## src/rtl/extref_pkg.sv

```systemverilog
// Shared types and helpers for the multi-channel external reference clock monitor.
package extref_pkg;

  localparam int unsigned N_REF_MAX = 8;

  typedef enum logic [1:0] {
    IDLE  = 2'd0,
    RESET = 2'd1,
    RUN   = 2'd2
  } state_e;

  // Width of a channel index; a single channel still needs one bit.
  function automatic int unsigned sel_width(input int unsigned n);
    return (n > 1) ? $clog2(n) : 1;
  endfunction

endpackage

```

## src/rtl/extref_if.sv

```systemverilog
// Refclk monitor bus: toggle inputs and force control in, qualification and selection out.
interface extref_if #(
  parameter int unsigned N_REF = 2,
  parameter int unsigned CNT_W = 16
);
  localparam int unsigned SEL_W = extref_pkg::sel_width(N_REF);

  logic [N_REF-1:0]       ref_tgl;
  logic                   force_sel_en;
  logic [SEL_W-1:0]       force_sel;
  logic [N_REF-1:0]       ref_ok;
  logic [N_REF*CNT_W-1:0] ref_meas;
  logic                   meas_valid;
  logic [SEL_W-1:0]       ref_sel;
  logic                   ref_sel_valid;
  logic                   serdes_rst;
  logic                   switch_pulse;

  modport master (
    output ref_tgl, force_sel_en, force_sel,
    input  ref_ok, ref_meas, meas_valid, ref_sel, ref_sel_valid, serdes_rst, switch_pulse
  );

  modport slave (
    input  ref_tgl, force_sel_en, force_sel,
    output ref_ok, ref_meas, meas_valid, ref_sel, ref_sel_valid, serdes_rst, switch_pulse
  );
endinterface

```

## src/rtl/extref_freq_chan.sv

```systemverilog
// One refclk channel: toggle synchroniser, saturating edge counter, window latch and
// good-window streak qualification.
module extref_freq_chan
  import extref_pkg::*;
#(
  parameter int unsigned CNT_W     = 16,
  parameter int unsigned EXP_CNT   = 1024,
  parameter int unsigned TOL       = 16,
  parameter int unsigned GOOD_WINS = 3
) (
  input  logic             clk,
  input  logic             rst,
  input  logic             tgl,
  input  logic             win_wrap,
  output logic [CNT_W-1:0] meas,
  output logic             ok,
  output logic             ok_nxt_c
);
  localparam int unsigned STRK_W = $clog2(GOOD_WINS + 1);
  localparam int unsigned CMP_W  = CNT_W + 1;
  localparam logic [CMP_W-1:0] LO_LIM = (EXP_CNT > TOL) ? CMP_W'(EXP_CNT - TOL) : '0;
  localparam logic [CMP_W-1:0] HI_LIM = CMP_W'(EXP_CNT + TOL);
  localparam logic [CNT_W-1:0] CNT_MAX = '1;
  localparam logic [STRK_W-1:0] STRK_FULL = STRK_W'(GOOD_WINS);

  logic [2:0]        sync;
  logic              edge_det;
  logic [CNT_W-1:0]  edge_cnt;
  logic [STRK_W-1:0] streak, streak_nxt;
  logic              good;

  // Flops 0/1 resynchronise; any change between flops 1 and 2 is one toggle edge.
  always_ff @(posedge clk or posedge rst) begin
    if (rst) sync <= '0;
    else     sync <= {sync[1:0], tgl};
  end

  assign edge_det = sync[2] ^ sync[1];

  // An edge seen in the wrap cycle opens the new window's count.
  always_ff @(posedge clk or posedge rst) begin
    if (rst)                                  edge_cnt <= '0;
    else if (win_wrap)                        edge_cnt <= CNT_W'(edge_det);
    else if (edge_det && edge_cnt != CNT_MAX) edge_cnt <= edge_cnt + 1'b1;
  end

  assign good = ({1'b0, edge_cnt} >= LO_LIM) && ({1'b0, edge_cnt} <= HI_LIM);

  always_comb begin
    streak_nxt = streak;
    if (win_wrap) begin
      if (!good)                   streak_nxt = '0;
      else if (streak != STRK_FULL) streak_nxt = streak + 1'b1;
    end
  end

  assign ok_nxt_c = (streak_nxt == STRK_FULL);

  always_ff @(posedge clk or posedge rst) begin
    if (rst) begin
      streak <= '0;
      ok     <= 1'b0;
      meas   <= '0;
    end else begin
      streak <= streak_nxt;
      ok     <= ok_nxt_c;
      if (win_wrap) meas <= edge_cnt;
    end
  end

endmodule

```

## src/rtl/extref_clk_monitor.sv

```systemverilog
// Qualifies N_REF refclks by frequency, selects one and sequences the SERDES/PCS reset
// around every selection change.
module extref_clk_monitor
  import extref_pkg::*;
#(
  parameter int unsigned N_REF     = 2,
  parameter int unsigned CNT_W     = 16,
  parameter int unsigned WIN_LEN   = 4096,
  parameter int unsigned EXP_CNT   = 1024,
  parameter int unsigned TOL       = 16,
  parameter int unsigned GOOD_WINS = 3,
  parameter int unsigned RST_HOLD  = 256,
  parameter int unsigned PREEMPT   = 0
) (
  input logic     clk,
  input logic     rst,
  extref_if.slave bus
);
  localparam int unsigned SEL_W  = sel_width(N_REF);
  localparam int unsigned WIN_W  = (WIN_LEN > 1) ? $clog2(WIN_LEN) : 1;
  localparam int unsigned HOLD_W = $clog2(RST_HOLD + 1);

  logic [WIN_W-1:0]       win_cnt;
  logic                   win_wrap;
  logic [N_REF-1:0]       ok_q, ok_nxt;
  logic [N_REF*CNT_W-1:0] meas_q;
  logic                   meas_valid;
  state_e                 state, state_nxt;
  logic [SEL_W-1:0]       sel, sel_nxt, cand;
  logic                   cand_vld;
  logic [HOLD_W-1:0]      hold_cnt, hold_nxt;
  logic                   serdes_rst, sel_valid, switch_pulse;

  assign win_wrap = (win_cnt == WIN_W'(WIN_LEN - 1));

  always_ff @(posedge clk or posedge rst) begin
    if (rst) begin
      win_cnt    <= '0;
      meas_valid <= 1'b0;
    end else begin
      win_cnt    <= win_wrap ? '0 : win_cnt + 1'b1;
      meas_valid <= win_wrap;
    end
  end

  for (genvar i = 0; i < N_REF; i++) begin : g_chan
    extref_freq_chan #(
      .CNT_W    (CNT_W),
      .EXP_CNT  (EXP_CNT),
      .TOL      (TOL),
      .GOOD_WINS(GOOD_WINS)
    ) u_chan (
      .clk     (clk),
      .rst     (rst),
      .tgl     (bus.ref_tgl[i]),
      .win_wrap(win_wrap),
      .meas    (meas_q[i*CNT_W +: CNT_W]),
      .ok      (ok_q[i]),
      .ok_nxt_c(ok_nxt[i])
    );
  end

  // Selection decisions look at the ok value being registered this edge, so a loss is
  // acted on in the same cycle ref_ok falls.
  always_comb begin
    cand     = '0;
    cand_vld = 1'b0;
    if (bus.force_sel_en) begin
      if (32'(bus.force_sel) < N_REF) begin
        cand     = bus.force_sel;
        cand_vld = ok_nxt[bus.force_sel];
      end
    end else begin
      for (int i = int'(N_REF) - 1; i >= 0; i--) begin
        if (ok_nxt[i]) begin
          cand     = SEL_W'(i);
          cand_vld = 1'b1;
        end
      end
    end
  end

  always_comb begin
    state_nxt = state;
    sel_nxt   = sel;
    hold_nxt  = hold_cnt;
    unique case (state)
      IDLE: begin
        if (cand_vld) begin
          state_nxt = RESET;
          sel_nxt   = cand;
          hold_nxt  = '0;
        end
      end
      RESET: begin
        if (!ok_nxt[sel])                            state_nxt = IDLE;
        else if (hold_cnt == HOLD_W'(RST_HOLD - 1)) state_nxt = RUN;
        else                                         hold_nxt  = hold_cnt + 1'b1;
      end
      RUN: begin
        if (!ok_nxt[sel]) begin
          state_nxt = IDLE;
        end else if (cand_vld && cand != sel && (PREEMPT != 0 || bus.force_sel_en)) begin
          state_nxt = RESET;
          sel_nxt   = cand;
          hold_nxt  = '0;
        end
      end
      default: state_nxt = IDLE;
    endcase
  end

  always_ff @(posedge clk or posedge rst) begin
    if (rst) begin
      state        <= IDLE;
      sel          <= '0;
      hold_cnt     <= '0;
      serdes_rst   <= 1'b1;
      sel_valid    <= 1'b0;
      switch_pulse <= 1'b0;
    end else begin
      state        <= state_nxt;
      sel          <= sel_nxt;
      hold_cnt     <= hold_nxt;
      serdes_rst   <= (state_nxt != RUN);
      sel_valid    <= (state_nxt == RUN);
      switch_pulse <= (sel_nxt != sel);
    end
  end

  assign bus.ref_ok        = ok_q;
  assign bus.ref_meas      = meas_q;
  assign bus.meas_valid    = meas_valid;
  assign bus.ref_sel       = sel;
  assign bus.ref_sel_valid = sel_valid;
  assign bus.serdes_rst    = serdes_rst;
  assign bus.switch_pulse  = switch_pulse;

endmodule

```

## src/flat_wrapper.sv

```systemverilog
// flat-port wrapper written by rule: the top's interface ports become plain ports
module extref_clk_monitor_flat import extref_pkg::*;
#(
  parameter int unsigned N_REF     = 2,
  parameter int unsigned CNT_W     = 16,
  parameter int unsigned WIN_LEN   = 4096,
  parameter int unsigned EXP_CNT   = 1024,
  parameter int unsigned TOL       = 16,
  parameter int unsigned GOOD_WINS = 3,
  parameter int unsigned RST_HOLD  = 256,
  parameter int unsigned PREEMPT   = 0
)
  (clk, rst, bus_ref_tgl, bus_force_sel_en, bus_force_sel, bus_ref_ok, bus_ref_meas, bus_meas_valid, bus_ref_sel, bus_ref_sel_valid, bus_serdes_rst, bus_switch_pulse);
  extref_if #(.N_REF(N_REF), .CNT_W(CNT_W)) bus_i ();
  input logic clk;
  input logic rst;
  input wire logic [$bits(bus_i.ref_tgl)-1:0] bus_ref_tgl;
  input wire logic [$bits(bus_i.force_sel_en)-1:0] bus_force_sel_en;
  input wire logic [$bits(bus_i.force_sel)-1:0] bus_force_sel;
  output wire logic [$bits(bus_i.ref_ok)-1:0] bus_ref_ok;
  output wire logic [$bits(bus_i.ref_meas)-1:0] bus_ref_meas;
  output wire logic [$bits(bus_i.meas_valid)-1:0] bus_meas_valid;
  output wire logic [$bits(bus_i.ref_sel)-1:0] bus_ref_sel;
  output wire logic [$bits(bus_i.ref_sel_valid)-1:0] bus_ref_sel_valid;
  output wire logic [$bits(bus_i.serdes_rst)-1:0] bus_serdes_rst;
  output wire logic [$bits(bus_i.switch_pulse)-1:0] bus_switch_pulse;
  assign bus_i.ref_tgl = bus_ref_tgl;
  assign bus_i.force_sel_en = bus_force_sel_en;
  assign bus_i.force_sel = bus_force_sel;
  assign bus_ref_ok = bus_i.ref_ok;
  assign bus_ref_meas = bus_i.ref_meas;
  assign bus_meas_valid = bus_i.meas_valid;
  assign bus_ref_sel = bus_i.ref_sel;
  assign bus_ref_sel_valid = bus_i.ref_sel_valid;
  assign bus_serdes_rst = bus_i.serdes_rst;
  assign bus_switch_pulse = bus_i.switch_pulse;
  extref_clk_monitor #(.N_REF(N_REF), .CNT_W(CNT_W), .WIN_LEN(WIN_LEN), .EXP_CNT(EXP_CNT), .TOL(TOL), .GOOD_WINS(GOOD_WINS), .RST_HOLD(RST_HOLD), .PREEMPT(PREEMPT)) u_core (.clk(clk), .rst(rst), .bus(bus_i));
endmodule
```

## config.mk

```make
export PLATFORM = sky130hd
export DESIGN_NAME = extref_clk_monitor_flat
export DESIGN_NICKNAME = d
export VERILOG_FILES = /design/src/rtl/extref_pkg.sv /design/src/rtl/extref_if.sv /design/src/rtl/extref_freq_chan.sv /design/src/rtl/extref_clk_monitor.sv /design/src/flat_wrapper.sv
export SDC_FILE = /design/constraint.sdc
export NUM_CORES = 1
export LEC_CHECK = 0
export ABC_AREA = 1
export BUFFER_PORTS_ARGS = -buffer_cell sky130_fd_sc_hd__buf_4
export CAP_MARGIN = 20
export CELL_PAD_IN_SITES_DETAIL_PLACEMENT = 1
export CELL_PAD_IN_SITES_GLOBAL_PLACEMENT = 1
export CORE_ASPECT_RATIO = 1.2
export CORE_MARGIN = 2
export CORE_UTILIZATION = 40
export DETAILED_ROUTE_END_ITERATION = 7
export PLACE_DENSITY = 0.8
export SKIP_CTS_REPAIR_TIMING = 1
export SYNTH_ARGS = -nofsm -noshare
export SYNTH_HDL_FRONTEND = slang
export SYNTH_HIERARCHICAL = 1
export SYNTH_SLANG_ARGS = --single-unit
```

## constraint.sdc

```tcl
create_clock -name clk -period 5.6 [get_ports clk]
set_clock_uncertainty 0.05 [all_clocks]
set_input_delay 1.12 -clock clk [delete_from_list [all_inputs] [get_ports clk]]
set_output_delay 1.12 -clock clk [all_outputs]
set_load 0.005 [all_outputs]
```

==> metrics.yaml <==
place:
  dpl-instance-area_um2: 5883
  place_congestion: 0.8568
  dp_hpwl_um: 10070
  io_buffer_count: 44
  dp.cells: 895
yosys:
  synth-seq-area-share_pct: 48.16
  synth-edff-count: 0
  ys.flop_type: "dfrtp_1"
  syn_nets: 708
  async_flop_share_pct: 100.0
  syn_area_um2: 5406
  synth_top_area_cell: "dfrtp_1"
  avgSynthCellArea_um2: 7.779
  synth.top_cell.area_share_pct: 47.67
  yosys_warnings: 6
  ys_ff_latch: 104
  synth.distinct_cells: 32
  synth_area_leaders: "dfrtp_1, nand2_1, inv_1"
  synthCells: 695
die:
  chipWidth_um: 110.1
  coreArea_um2: 13240
  start_util_pct: 40.84
  dieArea_um2: 14470
  io_pins: 45
  core.rowCount: 46
  die_y_um: 131.4
detailed_routing:
  drt_iter0_drc: 214
  drc_errors: 0
  dr.pass1.iters: 4
  antenna_left: 0
  vias_per_cell: 5.174
  drt_wl_total_um: 13990
  wl_per_cell_um: 15.34
  vias: 4719
sta:
  drv_slew: 0
  worstMarginPinSlew_ns: 0.6602
  setup_violations: 0
  rsz0062_at_grt: "no"
  max_slew_margin_pct: 55.94
  period_share_pct: 66.92
  finalHoldViolations: 0
  fin_tns_setup_ns: 0
  fin_crit_ns: 3.747
  max_freq_ghz: 0.2669
critical_path:
  path_class: "reg -> reg"
  r2r-end: "u_core/hold_cnt[0]"
  slowest_stage: "nor2_4"
  timing.reg2reg.setup_slack_ns: 1.85
  arrival_ns: 3.93
  timing.critical_path.mode_cell: "nand2_1"
  cp_max_fo: 23
  worstPathRequired_ns: 5.79
  ff2ff_path_depth: 16
  path_delay_family: "simple AND/OR/NAND/NOR gates"
  worstSetupEndpointType: "flip-flop"
  cp-start-kind: "flip-flop"
  cp_slowest_stage_delay_ns: 0.54
  crit_buf_inv: 0
  crit_chain: "ha_1 -> nand2_1 -> nor2_2 -> nand3_2 -> nor2_4 -> o21ai_0 -> o21ai_0 -> nand2_1 -> nor2_1 -> nand2_1 -> a21oi_1 -> nand2_1 -> nand2_1 -> nand3_4 -> nand2_1 -> nand2_1"
  worstReg2RegStart: "u_core/win_cnt[0]"
clock_network:
  cts_made_buffers: 9
  clk_latency_ns: 0.35
  cts.htree.levels: 3
  cts_root_buf: "clkbuf_16"
  cts.clk_slew.worst_paths_ns: 0.07
  cts_tree: "done"
  numClockSinks: 104
  cts_max_path_buffers: 2
global_route:
  antenna_found_initial: 0
  grt_pass1_wl_um: 24030
  grt_overflow: 0
  grt_max_degree: 48
  grt.total_usage_pct: 20.72
  grt_pass1_vias: 5045
cells_and_area:
  area_growth_pct: 14.63
  final_cell_area_um2: 6197
  drive_above_1_share_pct: 12.10
  diodes: 0
  fin_nets: 752
  final_cell_count_no_fill: 912
min_path:
  hold_end: "u_core/g_chan[1].u_chan/sync[1]"
  hp-start: "u_core/g_chan[1].u_chan/sync[0]"
  whs_path_depth: 0
  hold_class: "reg -> reg"
power:
  power.density_nw_per_um2: 267.2
  ir_worst_vdd_uv: 118.7
  finalPower_mw: 1.656
  leakagePower_nw: 3.039
outcome:
  status: "finished clean"
flow_run:
  cap_violations: 0
## placed cells by master (no fill, tap or decap), types with 2 or more instances in the layout
cell       count
clkinv_2       2
buf_4         48
o21bai_1       2
nand4_1       27
a21oi_1       12
nor2_1        53
ha_1           7
nand3b_1       3
nand2_2        4
clkbuf_16      9
o21ai_0       62
nand3_1       57
nor4_1         2
xor2_1        14
nor3_1         3
nand2_1      222
inv_2          2
nor2_4         7
nor2_2         3
dfrtp_1      103
inv_1         85
nor2_8         2
## how the worst max path moves through the flow
stage | startpoint | endpoint | slack, ns | cells after the start
global route | u_core/win_cnt[0] | u_core/hold_cnt[3] | 1.42 | 16
CTS | u_core/win_cnt[0] | u_core/hold_cnt[0] | 1.84 | 16
finish | u_core/win_cnt[0] | u_core/hold_cnt[0] | 1.85 | 16
detailed placement | u_core/win_cnt[0] | u_core/hold_cnt[0] | 1.85 | 16
floorplan | u_core/win_cnt[0] | u_core/hold_cnt[2] | 2.96 | 17
global placement | u_core/win_cnt[0] | u_core/hold_cnt[6] | 2.32 | 16
## worst register-to-register path, stage by stage (launching register included)
cell and delay, ns:
dfrtp_1 0.36, ha_1 0.19, nand2_1 0.09, nor2_2 0.19, nand3_2 0.16, nor2_4 0.54
o21ai_0 0.23, o21ai_0 0.15, nand2_1 0.10, nor2_1 0.30, nand2_1 0.12, a21oi_1 0.28
nand2_1 0.09, nand2_1 0.37, nand3_4 0.22, nand2_1 0.13, nand2_1 0.06
## area by class of cell
cell class / instances / area [µm²]
well taps: 168 / 210.2
clock buffers: 11 / 242.7
repair buffers: 49 / 375.4
multi-input cells: 488 / 2382
inverters: 87 / 326.6
fillers: 1671 / 7041
flip-flops and latches: 104 / 2604
clock inverters: 5 / 56.30
## power by group
part	switching, mW	internal [mW]
Sequential	0.0461	0.784
Clock	0.279	0.359
Combinational	0.127	0.0612
Total	0.452	1.20
## cell families after synthesis
kind of cell             after synthesis  synth area share (%)
buffers and inverters                103                 7.776
AO/OA/AOI/OAI                         79                 7.776
XOR/XNOR                              14                 2.268
AND/OR/NAND/NOR                      388                 32.40
adder cells (fa/ha/maj)                7                 1.620
flip-flops                           104                 48.16
## synth_stat cells, drive strengths merged, types with 3 or more instances
cell	count
buf	8
clkbuf	8
a21oi	12
nor3	3
o21ai	64
nand3b	3
inv	87
nor2	65
xor2	14
nand2	227
ha	7
dfrtp	103
nand4	27
nand3	59
## registers in the layout, summed over array words and instances, names as in the netlist
register and count:
u_core/bus.meas_valid 1, u_core/bus.ref_sel 1, u_core/bus.ref_sel_valid 1, u_core/bus.serdes_rst 1, u_core/bus.switch_pulse 1, u_core/g_chan.u_chan/edge_cnt 32, u_core/g_chan.u_chan/meas 32, u_core/g_chan.u_chan/ok 2
u_core/g_chan.u_chan/streak 4, u_core/g_chan.u_chan/sync 6, u_core/hold_cnt 9, u_core/state 2, u_core/win_cnt 12
## layer usage
| layer | vias up | global-route usage [%] | wire length (µm) |
|---|---|---|---|
| met5 | - | 0 | 0 |
| met4 | 0 | 6.181 | 188 |
| met3 | 14 | 3.026 | 366 |
| met2 | 61 | 34.90 | 7224 |
| met1 | 2340 | 27.28 | 6210 |
| li1 | 2304 | - | - |
## stage by stage
stage / setup WS, ns / hold WS [ns] / util (%)
global route: 1.421 / 0.3105 / 46.81
global placement: 2.318 / 0.2928 / 44.44
detailed placement: 1.852 / 0.2887 / 44.44
CTS: 1.845 / 0.3050 / 46.70
floorplan: 2.956 / 0.2812 / -
finish: 1.853 / 0.3027 / 46.81
No activity file was read; power rests on OpenSTA's default activity.
